File: config.mk
export PLATFORM = sky130hd
export DESIGN_NAME = sw_port_arb
export DESIGN_NICKNAME = d
export VERILOG_FILES = /design/src/rtl/sw_port_arb_pkg.sv /design/src/rtl/sw_port_arb_rr_pick.sv /design/src/rtl/sw_port_arb.sv
export SDC_FILE = /design/constraint.sdc
export NUM_CORES = 1
export LEC_CHECK = 0
export CORE_UTILIZATION = 30
export DETAILED_ROUTE_END_ITERATION = 7
export GPL_ROUTABILITY_DRIVEN = 0
export SLEW_MARGIN = 20
export SYNTH_ARGS = -nofsm -noshare
export SYNTH_HDL_FRONTEND = slang
export SYNTH_SLANG_ARGS = --single-unit
File: constraint.sdc
create_clock -name clk_i -period 15.5 [get_ports clk_i]
set_clock_uncertainty 0.2 [all_clocks]
set_input_delay 3.1 -clock clk_i [delete_from_list [all_inputs] [get_ports clk_i]]
set_output_delay 3.1 -clock clk_i [all_outputs]
set_load 0.02 [all_outputs]
File: src/rtl/sw_port_arb_pkg.sv
// rtl/sw_port_arb_pkg.sv - shared sizes, FSM encoding and flit type codes for the switch allocator
// The idle-release threshold below is only used when SA_IDLE_RELEASE_EN is defined.
package sw_port_arb_pkg;

  localparam int NPORT    = 5;
  localparam int NVC      = 2;
  localparam int NREQ     = NPORT * NVC;
  localparam int IDXW     = 4;
  localparam int IDLE_MAX = 15;

  typedef enum logic {
    IDLE = 1'b0,
    HOLD = 1'b1
  } sa_state_e;

  typedef enum logic [1:0] {
    TYPE_HEAD     = 2'd0,
    TYPE_BODY     = 2'd1,
    TYPE_TAIL     = 2'd2,
    TYPE_HEADTAIL = 2'd3
  } flit_type_e;

  // Requester index successor; NREQ need not be a power of two.
  function automatic logic [IDXW-1:0] next_idx(input logic [IDXW-1:0] i);
    return (i == IDXW'(NREQ - 1)) ? '0 : i + 1'b1;
  endfunction

endpackage

File: src/rtl/sw_port_arb_rr_pick.sv
// rtl/sw_port_arb_rr_pick.sv - combinational round-robin picker
// Picks the first unmasked request at or after start_i, wrapping at N-1.
module sw_port_arb_rr_pick
  import sw_port_arb_pkg::*;
#(
  parameter int N = NREQ,
  parameter int W = IDXW
) (
  input  logic [N-1:0] req_i,
  input  logic [N-1:0] mask_i,
  input  logic [W-1:0] start_i,
  output logic [N-1:0] gnt_o,
  output logic [W-1:0] idx_o,
  output logic         valid_o
);

  logic [N-1:0] elig;
  logic [W:0]   cand;
  logic [W-1:0] cidx;

  always_comb begin
    elig    = req_i & ~mask_i;
    gnt_o   = '0;
    idx_o   = '0;
    valid_o = 1'b0;
    cand    = '0;
    cidx    = '0;
    for (int i = 0; i < N; i++) begin
      cand = {1'b0, start_i} + (W+1)'(i);
      if (cand >= (W+1)'(N)) cand = cand - (W+1)'(N);
      cidx = cand[W-1:0];
      if (!valid_o && elig[cidx]) begin
        valid_o     = 1'b1;
        idx_o       = cidx;
        gnt_o[cidx] = 1'b1;
      end
    end
  end

endmodule

File: src/rtl/sw_port_arb.sv
// rtl/sw_port_arb.sv - per-output-port switch allocator, packet-granular round robin
// Optional SA_IDLE_RELEASE_EN forces release of an owner stalled for IDLE_MAX cycles.
module sw_port_arb
  import sw_port_arb_pkg::*;
(
  input  logic            clk_i,
  input  logic            rst_i,
  input  logic [NREQ-1:0] req_i,
  input  logic [NREQ-1:0] send_i,
  input  logic [NREQ-1:0] tail_i,
  output logic [NREQ-1:0] grt_o,
  output logic            busy_o,
  output logic [IDXW-1:0] owner_o
);

  sa_state_e       state_q;
  logic [NREQ-1:0] grt_q;
  logic            busy_q;
  logic [IDXW-1:0] owner_q;
  logic [IDXW-1:0] ptr_q;

  logic [IDXW-1:0] owner_nxt;
  logic            own_req, own_send, own_tail;
  logic            idle_rel_c;
  logic            release_c;

  logic [NREQ-1:0] pick_mask, pick_gnt;
  logic [IDXW-1:0] pick_start, pick_idx;
  logic            pick_valid;

  assign owner_nxt = next_idx(owner_q);
  assign own_req   = req_i[owner_q];
  assign own_send  = send_i[owner_q];
  assign own_tail  = tail_i[owner_q];
  assign release_c = (state_q == HOLD) && ((own_send && own_tail) || !own_req || idle_rel_c);

  // In HOLD the picker only matters in the release cycle, for a bubble-free handover.
  assign pick_start = (state_q == HOLD) ? owner_nxt : ptr_q;
  assign pick_mask  = (state_q == HOLD) ? (NREQ'(1) << owner_q) : '0;

  sw_port_arb_rr_pick #(.N(NREQ), .W(IDXW)) u_pick (
    .req_i   (req_i),
    .mask_i  (pick_mask),
    .start_i (pick_start),
    .gnt_o   (pick_gnt),
    .idx_o   (pick_idx),
    .valid_o (pick_valid)
  );

`ifdef SA_IDLE_RELEASE_EN
  localparam int CNTW = $clog2(IDLE_MAX + 1);
  logic [CNTW-1:0] idle_cnt_q, idle_cnt_d;
  logic            stall_c;

  assign stall_c    = (state_q == HOLD) && own_req && !own_send;
  assign idle_rel_c = stall_c && (idle_cnt_q == CNTW'(IDLE_MAX - 1));

  always_comb begin
    idle_cnt_d = idle_cnt_q;
    if ((state_q != HOLD) || release_c || own_send) idle_cnt_d = '0;
    else if (stall_c) idle_cnt_d = idle_cnt_q + 1'b1;
  end

  always_ff @(posedge clk_i) begin
    if (rst_i) idle_cnt_q <= '0;
    else       idle_cnt_q <= idle_cnt_d;
  end
`else
  assign idle_rel_c = 1'b0;
`endif

  always_ff @(posedge clk_i) begin
    if (rst_i) begin
      state_q <= IDLE;
      grt_q   <= '0;
      busy_q  <= 1'b0;
      owner_q <= '0;
      ptr_q   <= '0;
    end else begin
      case (state_q)
        IDLE: begin
          if (pick_valid) begin
            state_q <= HOLD;
            grt_q   <= pick_gnt;
            busy_q  <= 1'b1;
            owner_q <= pick_idx;
          end
        end
        HOLD: begin
          if (release_c) begin
            ptr_q <= owner_nxt;
            if (pick_valid) begin
              grt_q   <= pick_gnt;
              owner_q <= pick_idx;
            end else begin
              state_q <= IDLE;
              grt_q   <= '0;
              busy_q  <= 1'b0;
              owner_q <= '0;
            end
          end
        end
        default: begin
          state_q <= IDLE;
          grt_q   <= '0;
          busy_q  <= 1'b0;
          owner_q <= '0;
        end
      endcase
    end
  end

  assign grt_o   = grt_q;
  assign busy_o  = busy_q;
  assign owner_o = owner_q;

  a_no_foreign_send: assert property (@(posedge clk_i) disable iff (rst_i) (send_i & ~grt_q) == '0);
  a_grant_shape:     assert property (@(posedge clk_i) $onehot0(grt_q) && (busy_q == |grt_q));

endmodule

==> out/metrics.cfg, run 1 <==
[die]
die_x_microns = 138
fp.dieArea_sq_um = 19000
io_pins = 47
start_util_pct = 30.7
dieHeight_microns = 138
coreArea_sq_um = 18000
row_count = 49

[synthesis]
synth_fp_nets = 830
synth_edf_count = 0
syn-mean-instance-area_sq_um = 7.16
synth_ff_type = dfxtp_1
postSynthCellCount = 773
synth-seq-cells = 20
async_flop_share_pct = 0
synth-seq-area-share_pct = 7.23
synth_area_sq_um = 5530
synth_warnings = 0
synth_cell_types = 112

[clock_network]
clkTransAtPathRegs_ns = 0.06
cts_setup_buffers = 0
h-tree-depth = 1
clockRootBuffer = clkbuf_16
cts_tree = built
cts_hold_buf = 0
insertion_delay_ns = 0.27
cts.path.max_buffers = 2
clock-sinks = 20
cts_made_buffers = 3
cts_resized = 0

[route]
first_pass_iters = 7
dr_wl_met3_mm = 2.45
routed_via_density = 6.77
dr.max_layer_used = met4
wl_met2_mm = 9.67
wire_per_inst_microns = 22.3
routed-via-count = 6822
drt_wl_total_mm = 22.5
drc = 0
drtAntennaViolNets = 0
drt-met1-wl_mm = 9.10
drtIter0Drc = 1091

[critical_path]
critical_path_required_ns = 15.46
crit_path_top_delay_cell = ha_1
slowest_delay_ns = 0.67
r2r_start = owner_o[2]
r2r_slack_ns = 8.00
cp_top_family = compound AO/OA/AOI/OAI gates
rr_endpoint = grt_o[1]
arrival_ns = 7.46
worstRegToRegCells = 21
critPathKind = reg -> reg
path_cells = nor2b_1, o211ai_2, o21ai_1, buf_4, inv_1, ha_1, nand2_1, nand2b_1, ha_1, inv_1, a311oi_1, and3_1, a2111oi_2, a2111oi_0, a221o_1, o221ai_2, or4_4, nor3_2, a21oi_1, and3_1, a221o_1
critPathMaxFanout = 19
startpoint_type = register
end_kind = register
path_buf_inv = 3

[power_and_ir_drop]
ir_worst_vdd_mv = 0.111
p_leak_nw = 2.17
power.total_mw = 1.59
powerDensity_nw_per_um2 = 258

[final_layout]
final_cell_mix = nand2_1 (67), nor2_1 (61), clkdlybuf4s50_1 (46)
area_growth_pct = 11.1
diodes = 0
fillers = 1931
fin_nets = 837
fin_cells = 1008
drive_above_1_share_pct = 9.37
layout_commonest_cell = nand2_1

[global_route]
first_global_vias = 6106
overflow = 0
grt_pass1_wl_mm = 34.1
grt_start_max_net_pins = 45
antenna_found_initial = 0
grt_util_all_layers_pct = 23.2

[sta]
worst_slew_pin_slew_ns = 1.08
fmax_mhz = 133
hold_violations = 0
fin_hold_ws_ns = 0.274
fin_setup_tns_ns = 0
slew_violations = 0
finalSetupViolCount = 0
fin_crit_sh_pct = 48.4
period_minus_slack_ns = 7.50
rsz0062_at_grt = false
slew_headroom_pct = 27.9

[min_path]
whs_path_depth = 2
hold_end = grt_o[6]
min_path_type = reg -> reg
min_from = grt_o[6]

[placed_design]
place.port_buffers = 46
hpwl_mm = 17.2
dp.cells = 1004

[status]
run_status = finished clean

[flow_run]
maxCapViolCount = 0

==> power breakdown <==
group          internal (mW)  total, mW  leakage, nW  switching (mW)
Clock                 0.0514     0.0758       0.0511          0.0243
Combinational          0.460       1.43         1.95           0.965
Sequential            0.0681     0.0870        0.165          0.0189
Total                  0.580       1.59         2.17            1.01
==> cells by family (layout without fill, tap and decap cells) <==
family | count (synthesis) | count (layout) | share of synthesized area [%]
buffers and inverters | 79 | 85 | 7.10
flip-flops | 20 | 20 | 7.23
AO/OA/AOI/OAI | 283 | 283 | 39.4
XOR/XNOR | 19 | 19 | 3.41
adder cells (fa/ha/maj) | 25 | 25 | 5.79
AND/OR/NAND/NOR | 319 | 319 | 31.7
multiplexers | 28 | 28 | 5.31
==> how the worst max path moves through the flow <==
stage                          start       end  slack, ns  cells after the start
after floorplan           owner_o[0]  grt_o[7]       9.46                     26
after global placement    owner_o[1]  grt_o[1]       8.39                     18
after detailed placement  owner_o[2]  grt_o[1]       8.26                     21
after CTS                 owner_o[2]  grt_o[1]       8.24                     21
after global routing      owner_o[2]  grt_o[1]       7.48                     21
final                     owner_o[2]  grt_o[1]       8.00                     21
==> tightest hold or removal path: cells and delay by family (launching register included) <==
kind | cells | cell delay, ns
simple gates | 2 | 0.11
flops | 1 | 0.33
==> cell usage after synthesis (6+ instances only) <==
library cell,number,area (sq um)
nand2_1,67,251
nor2_1,61,229
a21oi_1,42,210
o21ai_0,26,130
inv_1,25,93.8
nand4_1,25,156
ha_1,24,300
nand3_1,24,120
nor3_1,22,110
dfxtp_1,20,400
mux2i_1,20,200
clkbuf_1,19,71.3
a31oi_1,16,100
xnor2_1,16,140
nand2b_1,15,93.8
nor4_1,15,93.8
o211ai_1,15,113
a211oi_1,14,105
buf_2,14,70.1
a21o_1,12,90.1
o2111ai_1,12,105
or3_1,12,75.1
and3_1,11,68.8
buf_4,11,82.6
o31ai_1,9,67.6
or2_2,9,56.3
a22o_1,8,70.1
a311oi_1,8,70.1
a211o_1,7,61.3
and2_1,7,43.8
o21a_1,7,52.6
o21ai_1,7,35.0
a22oi_1,6,45.0
mux2_2,6,67.6
nor2b_1,6,37.5
==> flip-flops by register name, indices dropped and copies added (netlist names) <==
signal	flops
ptr_q	4
state_q	1
grt_o	10
owner_o	4
busy_o	1
==> metrics by stage <==
stage	worst slack, ns	instance area, sq um	utilization, %
2_1_floorplan	9.46	5530	-
3_3_place_gp	8.39	6040	33.5
3_5_place_dp	8.26	6040	33.5
4_1_cts	8.24	6150	34.1
5_1_grt	7.48	6150	34.1
6_report	8.00	6150	34.1
==> final cells by class <==
class,count,area [sq um],share of cell area (%)
clock buffers,3,75.1,1.22
flip-flops and latches,20,400,6.51
multi-input cells,674,4740,77.1
clock inverters,1,30.0,0.488
well taps,229,287,4.66
inverters,29,109,1.77
repair buffers,52,505,8.22
==> per-layer routing <==
metal	GRT usage, %	up-vias
met5	0	-
met4	11.2	0
met3	3.94	117
met2	37.2	463
met1	30.0	3174
li1	-	3068
No activity file was read; power rests on OpenSTA's default activity.
==> run 2, diff against run 1 <==
Clock period 15.5 ns to 7 ns, I/O delays scaled along.
==> run 2 against run 1 <==
Against the previous run: core utilization grew 0.64 points; total power grew 130%; fmax grew 14%; first-iteration DRC count shrank 1.6%; critical path type unchanged; largest power group unchanged; highest routed layer unchanged.
==> out/metrics.cfg, run 2 (synthesis results as in run 1) <==
[sta]
fin_crit_sh_pct = 94.4  ; +46 points
finalSetupViolCount = 0  ; unchanged
period_minus_slack_ns = 6.61  ; -0.893 ns
fmax_mhz = 151  ; +14%
rsz0062_at_grt = false
worst_slew_pin_slew_ns = 0.884  ; -0.191 ns
slew_violations = 0  ; unchanged
hold_violations = 0  ; unchanged
slew_headroom_pct = 40.4  ; +13 points
fin_setup_tns_ns = 0  ; unchanged

[global_route]
overflow = 0  ; unchanged
grt_pass1_wl_mm = 34.9  ; +2.4%
grt_start_max_net_pins = 41  ; -8.9%
first_global_vias = 6219  ; +1.9%
antenna_found_initial = 0  ; unchanged
grt_util_all_layers_pct = 23.9  ; +0.64 points

[clock_network]
cts_setup_buffers = 0  ; unchanged
h-tree-depth = 1  ; unchanged
cts_made_buffers = 3  ; unchanged
cts.path.max_buffers = 2  ; unchanged
clock-sinks = 20  ; unchanged
clockRootBuffer = clkbuf_16
cts_resized = 0  ; unchanged
cts_hold_buf = 0  ; unchanged
clkTransAtPathRegs_ns = 0.06  ; about the same
insertion_delay_ns = 0.26  ; about the same
cts_tree = built

[critical_path]
startpoint_type = register
critPathMaxFanout = 18  ; -1
end_kind = register
critPathKind = reg -> reg
arrival_ns = 6.59  ; -0.87 ns
r2r_slack_ns = 0.39  ; -7.61 ns
critical_path_required_ns = 6.98  ; -8.48 ns

[die]
die_x_microns = 138  ; unchanged
dieHeight_microns = 138  ; unchanged
io_pins = 47  ; unchanged
coreArea_sq_um = 18000  ; unchanged
row_count = 49  ; unchanged
fp.dieArea_sq_um = 19000  ; unchanged
start_util_pct = 30.7  ; unchanged

[final_layout]
fillers = 1929  ; -0.10%
multi_input_comb_area_sq_um = 4740  ; about the same
stdcell_area_sq_um = 6260  ; +1.9%
fin_nets = 852  ; +1.8%
diodes = 0  ; unchanged
area_growth_pct = 13.2
final_cell_mix = nand2_1 (67), nor2_1 (61), clkdlybuf4s50_1 (46)
layout_commonest_cell = nand2_1
ff_latch_area_sq_um = 400  ; unchanged
largest_register_ff_count = 10  ; unchanged
drive_above_1_share_pct = 11.2  ; +1.8 points
fin_cells = 1023  ; +1.5%

[power_and_ir_drop]
ir_worst_vdd_mv = 0.255  ; +130%
p_leak_nw = 2.24  ; +3.4%
power.total_mw = 3.57  ; +130%
powerDensity_nw_per_um2 = 571  ; +120%

[placed_design]
hpwl_mm = 17.9  ; +4.1%
place.port_buffers = 46  ; unchanged
placed_cell_area_sq_um = 6150  ; +1.9%
dp.cells = 1019  ; +1.5%

[route]
drtAntennaViolNets = 0  ; unchanged
drc = 0  ; unchanged
drt_wl_total_mm = 22.9  ; +1.9%
first_pass_iters = 8  ; +1
drtIter0Drc = 1074  ; -1.6%
routed-via-count = 6920  ; +1.4%
wire_per_inst_microns = 22.4  ; +0.40%
routed_via_density = 6.76  ; about the same

[status]
run_status = finished clean

[flow_run]
maxCapViolCount = 0  ; unchanged

[min_path]
min_path_type = reg -> reg

[run 2: cell types whose count changed in the layout (fill, tap and decap cells not counted)]
cell,delta
ha_1,-1
buf_4,+15
ha_2,+1
[run 2: cell type report]
type                    instances  area share (%)
multi-input cells             674            75.7
repair buffers                 67            9.87
flip-flops and latches         20            6.39
well taps                     229            4.58
inverters                      29            1.74
clock buffers                   3            1.20
clock inverters                 1           0.480
[run 2: per-stage QoR]
step                hold WS (ns)  utilization [%]  setup slack, ns
global route               0.307             34.7           0.0339
detailed placement         0.272             34.1            0.321
global placement           0.244             34.1            0.352
CTS                        0.281             34.7            0.310
floorplan                  0.288                -            0.961
finish                     0.279             34.7            0.391
[run 2: metal layers]
metal  up-vias  track usage, %  routed length (microns)
li1       3107               -                        -
met1      3231            29.9                     9300
met2       468            38.5                     9940
met3       114            4.86                     2470
met4         0            12.0                     1200
met5         -               0                        0
[run 2: final timing paths]
check                  start         end  cells after the start
setup / recovery  owner_o[2]  owner_o[0]                     18
hold / removal      grt_o[6]    grt_o[6]                      2
setup reg to reg  owner_o[2]  owner_o[0]                     18
hold reg to reg     grt_o[6]    grt_o[6]                      2
[run 2: where the power goes]
group          switching (mW)  internal (mW)  total, mW  leakage (nW)
Combinational            2.16           1.06       3.22          2.02
Clock                  0.0471          0.114      0.161        0.0511
Sequential             0.0447          0.151      0.196         0.165
Total                    2.25           1.32       3.57          2.24
[run 2: critical path, stage by stage, from the launching register on]
cell and delay, ns:
dfxtp_1 0.57, inv_1 0.17, ha_1 0.46, nand2b_1 0.24, o21a_4 0.27, inv_2 0.33
ha_2 0.48, inv_1 0.24, nor2_1 0.22, a211oi_1 0.10, a221oi_1 0.39, o21a_1 0.43
mux2i_1 0.28, o221ai_1 0.24, or2_2 0.47, nor4_4 0.79, nor4_1 0.21, a21oi_1 0.19
a22o_1 0.22
